## src/rtl/uart_pkg.sv

```systemverilog
// Shared UART definitions: transmitter frame width, queue FSM states and
// byte-to-frame zero extension.
package uart_pkg;

    localparam int FRAME_W = 10;

    typedef enum logic [1:0] {
        IDLE  = 2'd0,
        START = 2'd1,
        WAIT  = 2'd2
    } txq_state_e;

    // Clears every bit at or above data_w so narrow bytes reach uart_tx zero-extended.
    function automatic logic [FRAME_W-1:0] frame_ext(input logic [FRAME_W-1:0] raw,
                                                      input int data_w);
        logic [FRAME_W-1:0] mask;
        mask = '0;
        for (int i = 0; i < FRAME_W; i++) mask[i] = (i < data_w);
        return raw & mask;
    endfunction

endpackage

```

## src/rtl/uart_tx_queue_if.sv

```systemverilog
// Host write port plus transmitter handshake of uart_tx_queue.
// UART_TXQ_OVF_EN adds the sticky overflow flag.
interface uart_tx_queue_if #(
    parameter int DATA_W  = 8,
    parameter int FRAME_W = uart_pkg::FRAME_W
);
    logic              wr_en;
    logic [DATA_W-1:0] wr_data;
    logic              full;
    logic              empty;
    logic [FRAME_W-1:0] tx_data;
    logic              tx_start;
    logic              tx_busy;
`ifdef UART_TXQ_OVF_EN
    logic              overflow;
`endif

    modport master (
        output wr_en, wr_data, tx_busy,
        input  full, empty, tx_data, tx_start
`ifdef UART_TXQ_OVF_EN
        , input overflow
`endif
    );

    modport slave (
        input  wr_en, wr_data, tx_busy,
        output full, empty, tx_data, tx_start
`ifdef UART_TXQ_OVF_EN
        , output overflow
`endif
    );
endinterface

```

## src/rtl/uart_txq_fifo.sv

```systemverilog
// Synchronous FIFO with registered full/empty; head entry is presented
// combinationally on rd_data.
module uart_txq_fifo #(
    parameter int DEPTH  = 8,
    parameter int DATA_W = 8
) (
    input  logic              clk,
    input  logic              reset,
    input  logic              push,
    input  logic [DATA_W-1:0] wr_data,
    input  logic              pop,
    output logic [DATA_W-1:0] rd_data,
    output logic              full,
    output logic              empty
);
    localparam int PW = $clog2(DEPTH);
    localparam int CW = $clog2(DEPTH) + 1;

    logic [DATA_W-1:0] mem [DEPTH];
    logic [PW-1:0]     wr_ptr, rd_ptr;
    logic [CW-1:0]     count, count_nxt;
    logic              push_ok, pop_ok;

    assign push_ok = push && !full;
    assign pop_ok  = pop && !empty;
    assign rd_data = mem[rd_ptr];

    always_comb begin
        count_nxt = count;
        case ({push_ok, pop_ok})
            2'b10:   count_nxt = count + CW'(1);
            2'b01:   count_nxt = count - CW'(1);
            default: count_nxt = count;
        endcase
    end

    // DEPTH is a power of two, so pointers wrap by plain overflow.
    always_ff @(posedge clk or negedge reset) begin
        if (!reset) begin
            wr_ptr <= '0;
            rd_ptr <= '0;
            count  <= '0;
            full   <= 1'b0;
            empty  <= 1'b1;
        end else begin
            if (push_ok) wr_ptr <= wr_ptr + PW'(1);
            if (pop_ok)  rd_ptr <= rd_ptr + PW'(1);
            count <= count_nxt;
            full  <= (count_nxt == CW'(DEPTH));
            empty <= (count_nxt == '0);
        end
    end

    always_ff @(posedge clk) begin
        if (push_ok) mem[wr_ptr] <= wr_data;
    end

endmodule

```

## src/rtl/uart_tx_queue.sv

```systemverilog
// Byte queue feeding uart_tx through its start/busy handshake.
// UART_TXQ_OVF_EN enables the sticky overflow output.
module uart_tx_queue #(
    parameter int DEPTH   = 8,
    parameter int DATA_W  = 8,
    parameter int FRAME_W = 10
) (
    input logic             clk,
    input logic             reset,
    uart_tx_queue_if.slave  bus
);
    import uart_pkg::*;

    localparam logic [1:0] S_IDLE  = 2'(IDLE);
    localparam logic [1:0] S_START = 2'(START);
    localparam logic [1:0] S_WAIT  = 2'(WAIT);

    logic [1:0]        state;
    logic [DATA_W-1:0] head;
    logic              pop;

    // Pop decision only feeds the FIFO and registers, never an output directly.
    assign pop          = (state == S_IDLE) && !bus.empty && !bus.tx_busy;
    assign bus.tx_start = (state == S_START);

    uart_txq_fifo #(
        .DEPTH  (DEPTH),
        .DATA_W (DATA_W)
    ) u_fifo (
        .clk     (clk),
        .reset   (reset),
        .push    (bus.wr_en),
        .wr_data (bus.wr_data),
        .pop     (pop),
        .rd_data (head),
        .full    (bus.full),
        .empty   (bus.empty)
    );

    always_ff @(posedge clk or negedge reset) begin
        if (!reset) begin
            state       <= S_IDLE;
            bus.tx_data <= '0;
        end else begin
            case (state)
                S_IDLE: if (pop) begin
                    bus.tx_data <= frame_ext(FRAME_W'(head), DATA_W);
                    state       <= S_START;
                end
                S_START: if (bus.tx_busy)  state <= S_WAIT;
                S_WAIT:  if (!bus.tx_busy) state <= S_IDLE;
                default: state <= S_IDLE;
            endcase
        end
    end

`ifdef UART_TXQ_OVF_EN
    always_ff @(posedge clk or negedge reset) begin
        if (!reset)                      bus.overflow <= 1'b0;
        else if (bus.wr_en && bus.full)  bus.overflow <= 1'b1;
    end
`endif

endmodule

```

## src/flat_wrapper.sv

```systemverilog
// flat-port wrapper written by rule: the top's interface ports become plain ports
module uart_tx_queue_flat import uart_pkg::*;
#(
    parameter int DEPTH   = 8,
    parameter int DATA_W  = 8,
    parameter int FRAME_W = 10
)
  (clk, reset, bus_wr_en, bus_wr_data, bus_tx_busy, bus_full, bus_empty, bus_tx_data, bus_tx_start);
  uart_tx_queue_if #(.DATA_W(DATA_W), .FRAME_W(FRAME_W)) bus_i ();
  input logic clk;
  input logic reset;
  input wire logic [$bits(bus_i.wr_en)-1:0] bus_wr_en;
  input wire logic [$bits(bus_i.wr_data)-1:0] bus_wr_data;
  input wire logic [$bits(bus_i.tx_busy)-1:0] bus_tx_busy;
  output wire logic [$bits(bus_i.full)-1:0] bus_full;
  output wire logic [$bits(bus_i.empty)-1:0] bus_empty;
  output wire logic [$bits(bus_i.tx_data)-1:0] bus_tx_data;
  output wire logic [$bits(bus_i.tx_start)-1:0] bus_tx_start;
  assign bus_i.wr_en = bus_wr_en;
  assign bus_i.wr_data = bus_wr_data;
  assign bus_i.tx_busy = bus_tx_busy;
  assign bus_full = bus_i.full;
  assign bus_empty = bus_i.empty;
  assign bus_tx_data = bus_i.tx_data;
  assign bus_tx_start = bus_i.tx_start;
  uart_tx_queue #(.DEPTH(DEPTH), .DATA_W(DATA_W), .FRAME_W(FRAME_W)) u_core (.clk(clk), .reset(reset), .bus(bus_i));
endmodule
```

## config.mk

```make
export PLATFORM = sky130hd
export DESIGN_NAME = uart_tx_queue_flat
export DESIGN_NICKNAME = d
export VERILOG_FILES = /design/src/rtl/uart_pkg.sv /design/src/rtl/uart_tx_queue_if.sv /design/src/rtl/uart_txq_fifo.sv /design/src/rtl/uart_tx_queue.sv /design/src/flat_wrapper.sv
export SDC_FILE = /design/constraint.sdc
export NUM_CORES = 1
export LEC_CHECK = 0
export ABC_AREA = 0
export CAP_MARGIN = 20
export CORE_ASPECT_RATIO = 2
export CORE_MARGIN = 1
export CORE_UTILIZATION = 30
export CTS_CLUSTER_DIAMETER = 150
export DETAILED_ROUTE_END_ITERATION = 8
export PLACE_DENSITY = 0.43
export SLEW_MARGIN = 20
export SYNTH_ARGS = -nofsm -noshare
export SYNTH_HDL_FRONTEND = slang
export SYNTH_SLANG_ARGS = --single-unit
```

## constraint.sdc

```tcl
create_clock -name clk -period 8 [get_ports clk]
set_input_delay 1.2 -clock clk [delete_from_list [all_inputs] [get_ports clk]]
set_output_delay 1.2 -clock clk [all_outputs]
set_load 0.01 [all_outputs]
```

==> results of run 1 <==
==> final timing paths <==
path | startpoint | slack [ns] | endpoint
max | bus_tx_busy | 4.35 | u_core.u_fifo.full
min | u_core.u_fifo.rd_ptr[0] | 0.48 | u_core.u_fifo.rd_ptr[0]
max reg2reg | u_core.u_fifo.empty | 5.28 | u_core.u_fifo.full
min reg2reg | u_core.u_fifo.rd_ptr[0] | 0.48 | u_core.u_fifo.rd_ptr[0]
max in group asynchronous | reset | 6.46 | u_core.u_fifo.empty
min in group asynchronous | reset | 1.24 | u_core.u_fifo.rd_ptr[0]
==> state kept, by name (all words and copies together) (netlist names) <==
register	count
u_core.bus.tx_data	8
u_core.state	2
u_core.u_fifo.count	4
u_core.u_fifo.empty	1
u_core.u_fifo.full	1
u_core.u_fifo.mem	64
u_core.u_fifo.rd_ptr	3
u_core.u_fifo.wr_ptr	3
==> cell usage after synthesis, drive strengths merged (2+ instances only) <==
| master | number | area, um2 |
|---|---|---|
| edfxtp | 64 | 1920 |
| dfrtp | 21 | 526 |
| mux4 | 16 | 360 |
| nor2 | 15 | 56.3 |
| nand2 | 11 | 41.3 |
| a21oi | 10 | 50.1 |
| buf | 10 | 58.8 |
| mux2i | 10 | 100 |
| nand2b | 7 | 43.8 |
| nor3 | 5 | 25.0 |
| xnor2 | 5 | 43.8 |
| ha | 4 | 50.1 |
| nor4 | 4 | 40.0 |
| clkbuf | 2 | 7.51 |
| inv | 2 | 7.50 |
| mux2 | 2 | 22.5 |
| nor4b | 2 | 17.5 |
| or4 | 2 | 18.8 |
==> power breakdown <==
group	internal [mW]	switching [mW]	leakage, nW
clock network	0.217	0.160	0.132
registers	0.588	0.0918	0.836
logic	0.245	0.231	0.476
==> metal layers <==
metal | vias to the layer above | wire [um] | global-route usage [%]
li1 | 851 | - | -
met1 | 904 | 2650 | 13.1
met2 | 24 | 4040 | 23.3
met3 | 9 | 129 | 2.16
met4 | 0 | 160 | 6.93
met5 | - | 0 | 0
==> kinds of logic after synthesis <==
kind of cell,Yosys count,synth area share (%)
mux,28,13.6
flops,86,69.5
simple gates,50,7.77
buf+inv,15,2.53
other cells,1,0.105
fa+ha+maj,4,1.41
xor+xnor,6,1.48
compound gates,18,3.66
==> through the flow <==
stage | instance area [um2] | instances | hold WS (ns)
floorplan | 3560 | 209 | 0.488
global placement | 3920 | 366 | 0.465
detailed placement | 3920 | 366 | 0.474
CTS | 4190 | 382 | 0.482
global route | 4190 | 382 | 0.511
finish | 4190 | 382 | 0.482
==> cell type report <==
class	instances	area (um2)	share of cell area, %
Sequential cell	86	2470	59.0
Multi-Input combinational cell	108	1010	24.1
Clock buffer	12	246	5.88
Timing Repair Buffer	24	235	5.61
Tap cell	145	181	4.33
Inverter	3	23.8	0.567
Clock inverter	4	22.5	0.537
==> worst reg2reg max path, delay by kind of cell (launching register included) <==
family	cells	cell delay [ns]
buf+inv	1	0.15
fa+ha+maj	1	0.35
simple gates	4	1.51
compound gates	1	0.24
flops	1	0.37
==> results.md, run 1 <==
- The flip-flop and latch count after synthesis is 86.
- The mean routed wirelength per cell is 18.3 um.
- The worst hold path cell count is 1.
- In the synthesized netlist, the number of instances is 208.
- Detailed routing inserted a total of approximately 1800 vias.
- The critical path's top delay family is simple AND/OR/NAND/NOR gates.
- The first global-routing pass estimated 10800 um of wire.
- The largest voltage drop on the vdd net is about 0.00015 V.
- Once layout is complete, the utilization of the core stands at 36.0%.
- The total negative slack for setup checks is 0 ns.
- Timing analysis after detailed placement gives a worst setup slack of 3.99 ns.
- Of all flip-flops after synthesis, the portion carrying an async set or reset was about 26%.
- The core region is 11600 um2.
- The count of nets left with antenna violations after detail routing is 0.
- The clock root buffer master is sky130_fd_sc_hd__clkbuf_16.
- For the final database, setup skew stands at 0.00762 ns.
- The buffers plus inverters on the worst setup path is 2.
- The number of buffers inserted for hold repair after clock tree synthesis is 0.
- The number of levels the H-tree was split into is 3.
- Setup repair after global routing left no endpoint under its margin.
- The endpoint arrival time on the critical path is 3.89 ns.
- The post-layout net count is ~250.
- The count of synthesis-stage warnings from yosys is 0.
- The area growth from synthesis to final layout is 17.8%.
- The post-synthesis instance area is ~3600 um2.
- The final critical path time including I/O delays and setup is 3.65 ns.
- The die extent in y is about 160 um.
- The number of pins exceeding their max-slew limit in the final report is 0.
- The total iterations of the first detailed-routing run is 4.
- The count of endpoints failing hold in the final timing report is 0.
- The fraction of final layout cells sized beyond drive strength 1 is 17.7%.
- STA classifies the critical path endpoint as a flop.
- The most common cell after layout, fill and taps aside is sky130_fd_sc_hd__edfxtp_1.
- After layout, the worst path uses 45.7% of the clock period.
- Once the clock tree was built, the resizer swapped 0 gates to a different size.
- The worst reg-to-reg path cell count is 7.
- Once the floorplan was initialized, standard cells occupied between 30% and 40% of the core.
- The largest single stage delay on the critical path is 0.62 ns.
- STA classifies the critical path startpoint as an input pin.
- Buffers inserted during clock tree synthesis total 9.
- No sink is reached through more buffers than the 2 on the longest clock path.
- The most instantiated flip-flop cell in the synthesis netlist is sky130_fd_sc_hd__edfxtp_1.
- The total routing resource utilization after global routing is 12.6%.
- The die is roughly 79 um wide.
- The tightest min-delay check is of the flop to flop type.
- The number of global-route vias before repair is 1852.
- At the later pin of the worst-skew pair, clock insertion delay measures 0.33 ns.
- The slowest stage of the critical path belongs to the cell sky130_fd_sc_hd__or4_4.
- The clock tree from TritonCTS is done.
- Timing would allow up to 274 MHz.
- The instance count on the critical path is 8.
- The leakage dissipation is 1.44 nW.
- The number of antenna violations at the first check in global routing is 0.
- The number of maximum-capacitance constraint violations is 0.
- The total of fill cells in the finished design is 1169.
- Detailed placement finished with a half-perimeter wire length of about 4800 um.
- The clock slew seen by the registers of the worst setup and hold paths is 0.06 ns.
- The number of sinks handled by clock tree synthesis is 86.
- The smallest setup slack after layout is 4.35 ns.
- The total chip power is 1.53 mW.
- The final wirelength is 6980 um.
- The critical path is of the input pin to flop type.
- In the routed layout, each cell is associated on average with a via count of 4.68.
- Setup violations remaining at the end of the flow were counted as 0.
- The top cell types in the final layout, fill and taps aside, are sky130_fd_sc_hd__edfxtp_1 (64), sky130_fd_sc_hd__clkdlybuf4s50_1 (22), sky130_fd_sc_hd__dfrtp_1 (21), sky130_fd_sc_hd__mux4_2 (16), sky130_fd_sc_hd__nor2_1 (15).
- For this block, the initial DRC count from the detailed router was 104.
- The run finished with clean final reports.
- Data on the critical path is required at its endpoint by 8.23 ns.
- Global routing finished with a remaining overflow of 0.
- The number of inserted diodes is 0.
- At the end of routability-driven placement, the weighted congestion stood at 0.702.
- The post-synthesis cell type count is 40.
- The pin count of the biggest net entering global routing is 23.
- Input and output buffers added on the ports amount to 22.
- The number of synthesized flops with an enable pin is 64.
- After detailed routing, the number of remaining DRC violations is 0.
- At the pin with the least slew margin, the transition time is approximately 0.98 ns.
- The critical-path maximum fanout is 22.
- The die area is 12300 um2.
- Traced cell by cell, the critical path runs through clkdlybuf4s50_1 -> or4_4 -> clkinv_8 -> ha_1 -> or4b_1 -> nor4_4 -> nor4_1 -> a311oi_1.
- Post-CTS timing repair inserted 0 buffers for setup.
- The row count is 56.
- The part of the Yosys area used for sequential elements is between 60% and 70%.
- Pin placement for this block handled 25 I/O pins.
- In this run the mean area of a mapped cell was about 17 um2.
- The relative max-transition margin is 34.6%.
- The power per standard cell area is 366 nW/um2.
Power figures use the tool's default switching activity.
==> inputs of run 2 (changes only) <==
PLACE_DENSITY = 0.45   (was 0.43)
clock period = 3.2 ns   (was 8 ns; I/O delays follow)
==> results.md, run 2 (same netlist as run 1, synthesis figures left out) <==
- The last weighted congestion value of the routability-driven placer came to 0.733 (+4.4%).
- The clock slew seen by the registers of the worst setup and hold paths is 0.06 ns (about the same).
- The wire length of the first global-routing pass is 11000 um (+2.0%).
- The data required time of the worst path is 3.44 ns (-4.79 ns).
- The die area is 12300 um2 (unchanged).
- Timing would allow up to 365 MHz.
- The endpoint arrival time on the critical path is 2.98 ns (-0.91 ns).
- The count of buffers added by post-CTS timing repair for setup is 0 (unchanged).
- The total of fill cells in the finished design is 1143 (-2.2%).
- The number of primary I/O pins was 25 (unchanged).
- The slew of the pin with the lowest slew margin came to 0.833 ns (-0.145 ns).
- The fraction of final layout cells sized beyond drive strength 1 came to 21.1% (+3.4 points).
- The number of antenna violations at the first check in global routing was 0 (unchanged).
- The most common cell after layout, fill and taps aside is sky130_fd_sc_hd__edfxtp_1.
- The pin count of the biggest net entering global routing is 23 (unchanged).
- The register area is 2470 um2 (unchanged).
- The critical-path maximum fanout came to 5 (-77%).
- The starting utilization of the core area was 30.6% (unchanged).
- The area inside the core boundary was 11600 um2 (unchanged).
- The largest registers in the layout are u_core.u_fifo.mem x64, u_core.bus.tx_data x8, u_core.u_fifo.count x4.
- The final critical path time including I/O delays and setup is about 2.7 ns.
- The count of nets left with antenna violations after detail routing was 0 (unchanged).
- The post-layout net count came to 262 (+5.6%).
- The number of design-rule violations left by the first detailed-router iteration is 125 (+20%).
- The number of flip-flops under the largest register name came to 64 (unchanged).
- The worst setup slack after placement is 0.120 ns (-3.87 ns).
- The final core utilization is 37.4% (+1.4 points).
- The total iterations of the first detailed-routing run was 4 (unchanged).
- The kind of capture point of the worst setup path is a flop.
- CTS placed an instance of sky130_fd_sc_hd__clkbuf_16 at the clock tree root.
- TritonCTS built the clock tree.
- The width of the chip is 79.0 um (unchanged).
- The total vias in the final route is 1894 (+5.9%).
- Setup repair after global routing left no endpoint under its margin.
- The classification of the worst-slack hold path is flop to flop.
- The area of the multi-input gates came to 1000 um2 (-0.99%).
- The count of buffers inserted at the top-level ports is 22 (unchanged).
- The worst clock skew was 0.00430 ns (-0.00332 ns).
- The kind of start point of the critical path is an input pin.
- The sum of overflow across all layers after global routing was 0 (unchanged).
- The total negative slack for setup checks is 0 ns (unchanged).
- The die extent in y is 156 um (unchanged).
- The row count was 56 (unchanged).
- The smallest setup slack after layout is 0.462 ns (-3.88 ns).
- The number of global-route vias before repair is 1956 (+5.6%).
- The register with the highest flop count is u_core.u_fifo.mem.
- The leakage dissipation is 1.54 nW (+6.9%).
- The number of maximum-capacitance constraint violations is 0 (unchanged).
- The relative max-transition margin is 44.5% (+9.9 points).
- The largest voltage drop on the vdd net is 0.000315 V (+110%).
- The mean routed wirelength per cell was 17.9 um (-2.1%).
- The worst-skew pair later-pin latency came to 0.33 ns (about the same).
- The final wirelength came to 7080 um (+1.4%).
- The count of endpoints failing hold in the final timing report is 0 (unchanged).
- The total clock buffers created by CTS is 9 (unchanged).
- The via density per instance came to 4.78 (+2.2%).
- The number of inserted diodes is 0 (unchanged).
- The area growth from synthesis to final layout is 22.2%.
- The total routing resource utilization after global routing came to 12.9% (+0.28 points).
- The run finished with clean final reports.
- The number of buffers inserted for hold repair after clock tree synthesis is 0 (unchanged).
- The post-route worst hold slack came to 0.477 ns (-0.00489 ns).
- In the finished design, the share of the clock period the worst path needs comes to about 86%.
- The power per standard cell area is 939 nW/um2 (+160%).
- The total chip power is 4.09 mW (+170%).
- The critical path is of the input pin to flop type.
- The setup-violating endpoint count in the final report is 0 (unchanged).
- The number of sinks handled by clock tree synthesis is 86 (unchanged).
- The number of pins exceeding their max-slew limit in the final report is 0 (unchanged).
- The maximum count of clock buffers along a single path is 2 (unchanged).
- The number of levels the H-tree was split into is 3 (unchanged).
- The half-perimeter wire length after detailed placement was 4850 um (+1.8%).
- The detailed-route DRC error count was 0 (unchanged).
- Leaving out fill and tap cells, the most frequent cells in the layout are sky130_fd_sc_hd__edfxtp_1 (64), sky130_fd_sc_hd__clkdlybuf4s50_1 (22), sky130_fd_sc_hd__dfrtp_1 (21), sky130_fd_sc_hd__mux4_2 (16), sky130_fd_sc_hd__buf_4 (16).
- The quantity of gates resized following cts is 0 (unchanged).
run 2: changes by cell type in the layout (fill, tap and decap cells not counted), sizes merged:
| cell | change |
|---|---|
| clkbuf | -1 |
| clkinvlp | -1 |
| clkinv | -1 |
| bufinv | +3 |
| buf | +14 |
run 2: cell type report:
type | count | share of cell area (%)
timing repair buffer | 38 | 7.82
tap | 145 | 4.17
clock buffer | 11 | 5.35
multi-input combinational | 108 | 23.0
sequential | 86 | 56.9
inverter | 3 | 0.546
clock inverter | 5 | 2.27
run 2: per-stage QoR:
| step | cells | cell area [um2] |
|---|---|---|
| floorplan | 209 | 3560 |
| global route | 396 | 4350 |
| finish | 396 | 4350 |
| detailed placement | 380 | 4020 |
| global placement | 380 | 4020 |
| CTS | 396 | 4350 |
run 2: report_power, final:
group          internal [mW]  switching, mW
sequential              1.47          0.226
combinational          0.660          0.582
clock                  0.759          0.392
total                   2.89           1.20
run 2: worst paths after layout:
check / cells past startpoint / end / slack, ns / from
hold reg to reg: 1 / u_core.u_fifo.rd_ptr[0] / 0.48 / u_core.u_fifo.rd_ptr[0]
min in group asynchronous: 2 / u_core.u_fifo.count[0] / 0.51 / reset
hold / removal: 1 / u_core.u_fifo.rd_ptr[0] / 0.48 / u_core.u_fifo.rd_ptr[0]
setup reg to reg: 9 / u_core.u_fifo.full / 0.65 / u_core.u_fifo.empty
setup / recovery: 10 / u_core.u_fifo.full / 0.46 / bus_tx_busy
max in group asynchronous: 2 / u_core.u_fifo.empty / 2.39 / reset
run 2: worst max-delay path, stage by stage:
cell and delay, ns:
sky130_fd_sc_hd__clkdlybuf4s50_1 0.43, sky130_fd_sc_hd__or4_4 0.57, sky130_fd_sc_hd__clkinv_8 0.08, sky130_fd_sc_hd__nand2_1 0.12, sky130_fd_sc_hd__xnor2_1 0.16, sky130_fd_sc_hd__ha_1 0.20, sky130_fd_sc_hd__a21o_1 0.19, sky130_fd_sc_hd__nor4b_1 0.32
sky130_fd_sc_hd__mux2i_1 0.16, sky130_fd_sc_hd__a311oi_1 0.27
run 2: routing by layer:
| layer | share of wire, % | vias up | global-route usage (%) |
|---|---|---|---|
| met3 | 3.0 | 16 | 3.16 |
| met2 | 58 | 32 | 23.9 |
| met4 | 3.5 | 0 | 7.10 |
| li1 | - | 876 | - |
| met5 | 0 | - | 0 |
| met1 | 35 | 970 | 12.7 |
==> RTL edit (config.mk and constraints of run 2) <==
`FRAME_W` is set to 10 in 3 places; all go to 20.
--- a/src/rtl/uart_pkg.sv
+++ b/src/rtl/uart_pkg.sv
@@ -2,7 +2,7 @@
 // byte-to-frame zero extension.
 package uart_pkg;
 
-    localparam int FRAME_W = 10;
+    localparam int FRAME_W = 20;
 
     typedef enum logic [1:0] {
         IDLE  = 2'd0,
--- a/src/rtl/uart_tx_queue.sv
+++ b/src/rtl/uart_tx_queue.sv
@@ -3,7 +3,7 @@
 module uart_tx_queue #(
     parameter int DEPTH   = 8,
     parameter int DATA_W  = 8,
-    parameter int FRAME_W = 10
+    parameter int FRAME_W = 20
 ) (
     input logic             clk,
     input logic             reset,
--- a/src/flat_wrapper.sv
+++ b/src/flat_wrapper.sv
@@ -3,7 +3,7 @@
 #(
     parameter int DEPTH   = 8,
     parameter int DATA_W  = 8,
-    parameter int FRAME_W = 10
+    parameter int FRAME_W = 20
 )
   (clk, reset, bus_wr_en, bus_wr_data, bus_tx_busy, bus_full, bus_empty, bus_tx_data, bus_tx_start);
   uart_tx_queue_if #(.DATA_W(DATA_W), .FRAME_W(FRAME_W)) bus_i ();
Interface: changed (resized bus_tx_data); port bits go from 25 to 35. No check against the original RTL was run, so the function may have changed too.
==> RTL edit against run 2 <==
- setup slack better by 0.0096 ns
- clock skew rose by 0.0025 ns
- largest power group unchanged
- sequential cell count is the same
- total power shrank 4.1%
- non-clock buffer count decreased by 2
- core utilization is 0.65 points lower
- cell area down 0.55%
- synthesized area rose by 2.1%
- wire length shrank 1.7%
==> RTL edit: results (changes against run 2) <==
| Metric | Value |
|---|---|
| Status | `finished, final reports clean` |
| Routed wl met2 | `4.057 mm (-2.0%)` |
| Nets | `270 (+3.1%)` |
| Inst Count DP | `388 (+2.1%)` |
| Area share of buffers outside the clock network | `7.519% (-0.30 points)` |
| Xor and xnor area share after synthesis | `1.446% (-0.030 points)` |
| Adder-Cell Fraction of Synth Area | `1.377% (-0.029 points)` |
| Gp weighted congestion | `0.8129 (+11%)` |
| Sequential share of the synthesized area | `68.06% (-1.4 points)` |
| Total Routing Usage GR | `12.46% (-0.43 points)` |
| Multi-input gates | `118 (+9.3%)` |
| Worst VDD drop | `304.6 µV (-3.4%)` |
| Dpl ws | `0.1161 ns (-0.003868 ns)` |
| Met3 GRT Util | `2.767% (-0.39 points)` |
| Sw frac | `30.66% (+1.3 points)` |
| Fill count | `1,128 (-1.3%)` |
| Final period util | `85.26% (-0.30 points)` |
| Post-route cell area | `0.004327 mm² (-0.55%)` |
| Met3 Wirelength | `174 µm (-18%)` |
| Number of global-route vias before repair | `2,023 (+3.4%)` |
| Clock-cell share of area | `6.593% (-1.0 points)` |
| Met1 usage | `11.68% (-1.0 points)` |
| Drt total wl | `6.965 mm (-1.7%)` |
| Max-slew headroom | `44.64% (+0.16 points)` |
| Iter 0 DRT Violations | `131 (+4.8%)` |
| Critical Path Max Stage Delay | `0.61 ns (+0.04 ns)` |
| Mux cell area share after synthesis | `13.29% (-0.28 points)` |
| M1 WL | `2.496 mm (+0.44%)` |
| Buffers excl. clock | `36 (-5.3%)` |
| Clock network power share | `25.6% (-2.6 points)` |
| Post-Syn Area per Cell | `16.67 µm² (-2.6%)` |
| Post-synth top cells | `edfxtp_1 (64), dfrtp_1 (21), mux4_2 (16)` |
| Vias | `1,896 (+0.11%)` |
| Top post-synthesis cells by area | `edfxtp_1 (53%), dfrtp_1 (14%), mux4_2 (9.9%), mux2i_1 (2.8%), buf_4 (2.5%)` |
| Flop2flop setup slack | `0.68 ns (+0.03 ns)` |
RTL edit: cell count changes in the layout (fill, tap and decap cells not counted):
cell	before	now
conb_1	2	12
buf_4	16	14
bufinv_16	3	1
clkinv_2	1	3
clkinv_1	1	0
clkinvlp_4	0	1
RTL edit: worst min-delay path by stage:
| stage | startpoint | endpoint | slack [ns] | depth (start not counted) |
|---|---|---|---|---|
| finish | u_core.u_fifo.rd_ptr[0] | u_core.u_fifo.rd_ptr[0] | 0.48 | 1 |
| detailed placement | u_core.u_fifo.rd_ptr[0] | u_core.u_fifo.rd_ptr[0] | 0.47 | 1 |
| floorplan | reset | u_core.bus.tx_data[0] | 0.18 | 0 |
| global route | u_core.u_fifo.rd_ptr[0] | u_core.u_fifo.rd_ptr[0] | 0.51 | 1 |
| global placement | u_core.u_fifo.rd_ptr[0] | u_core.u_fifo.rd_ptr[0] | 0.47 | 1 |
| CTS | u_core.u_fifo.rd_ptr[0] | u_core.u_fifo.rd_ptr[0] | 0.48 | 1 |
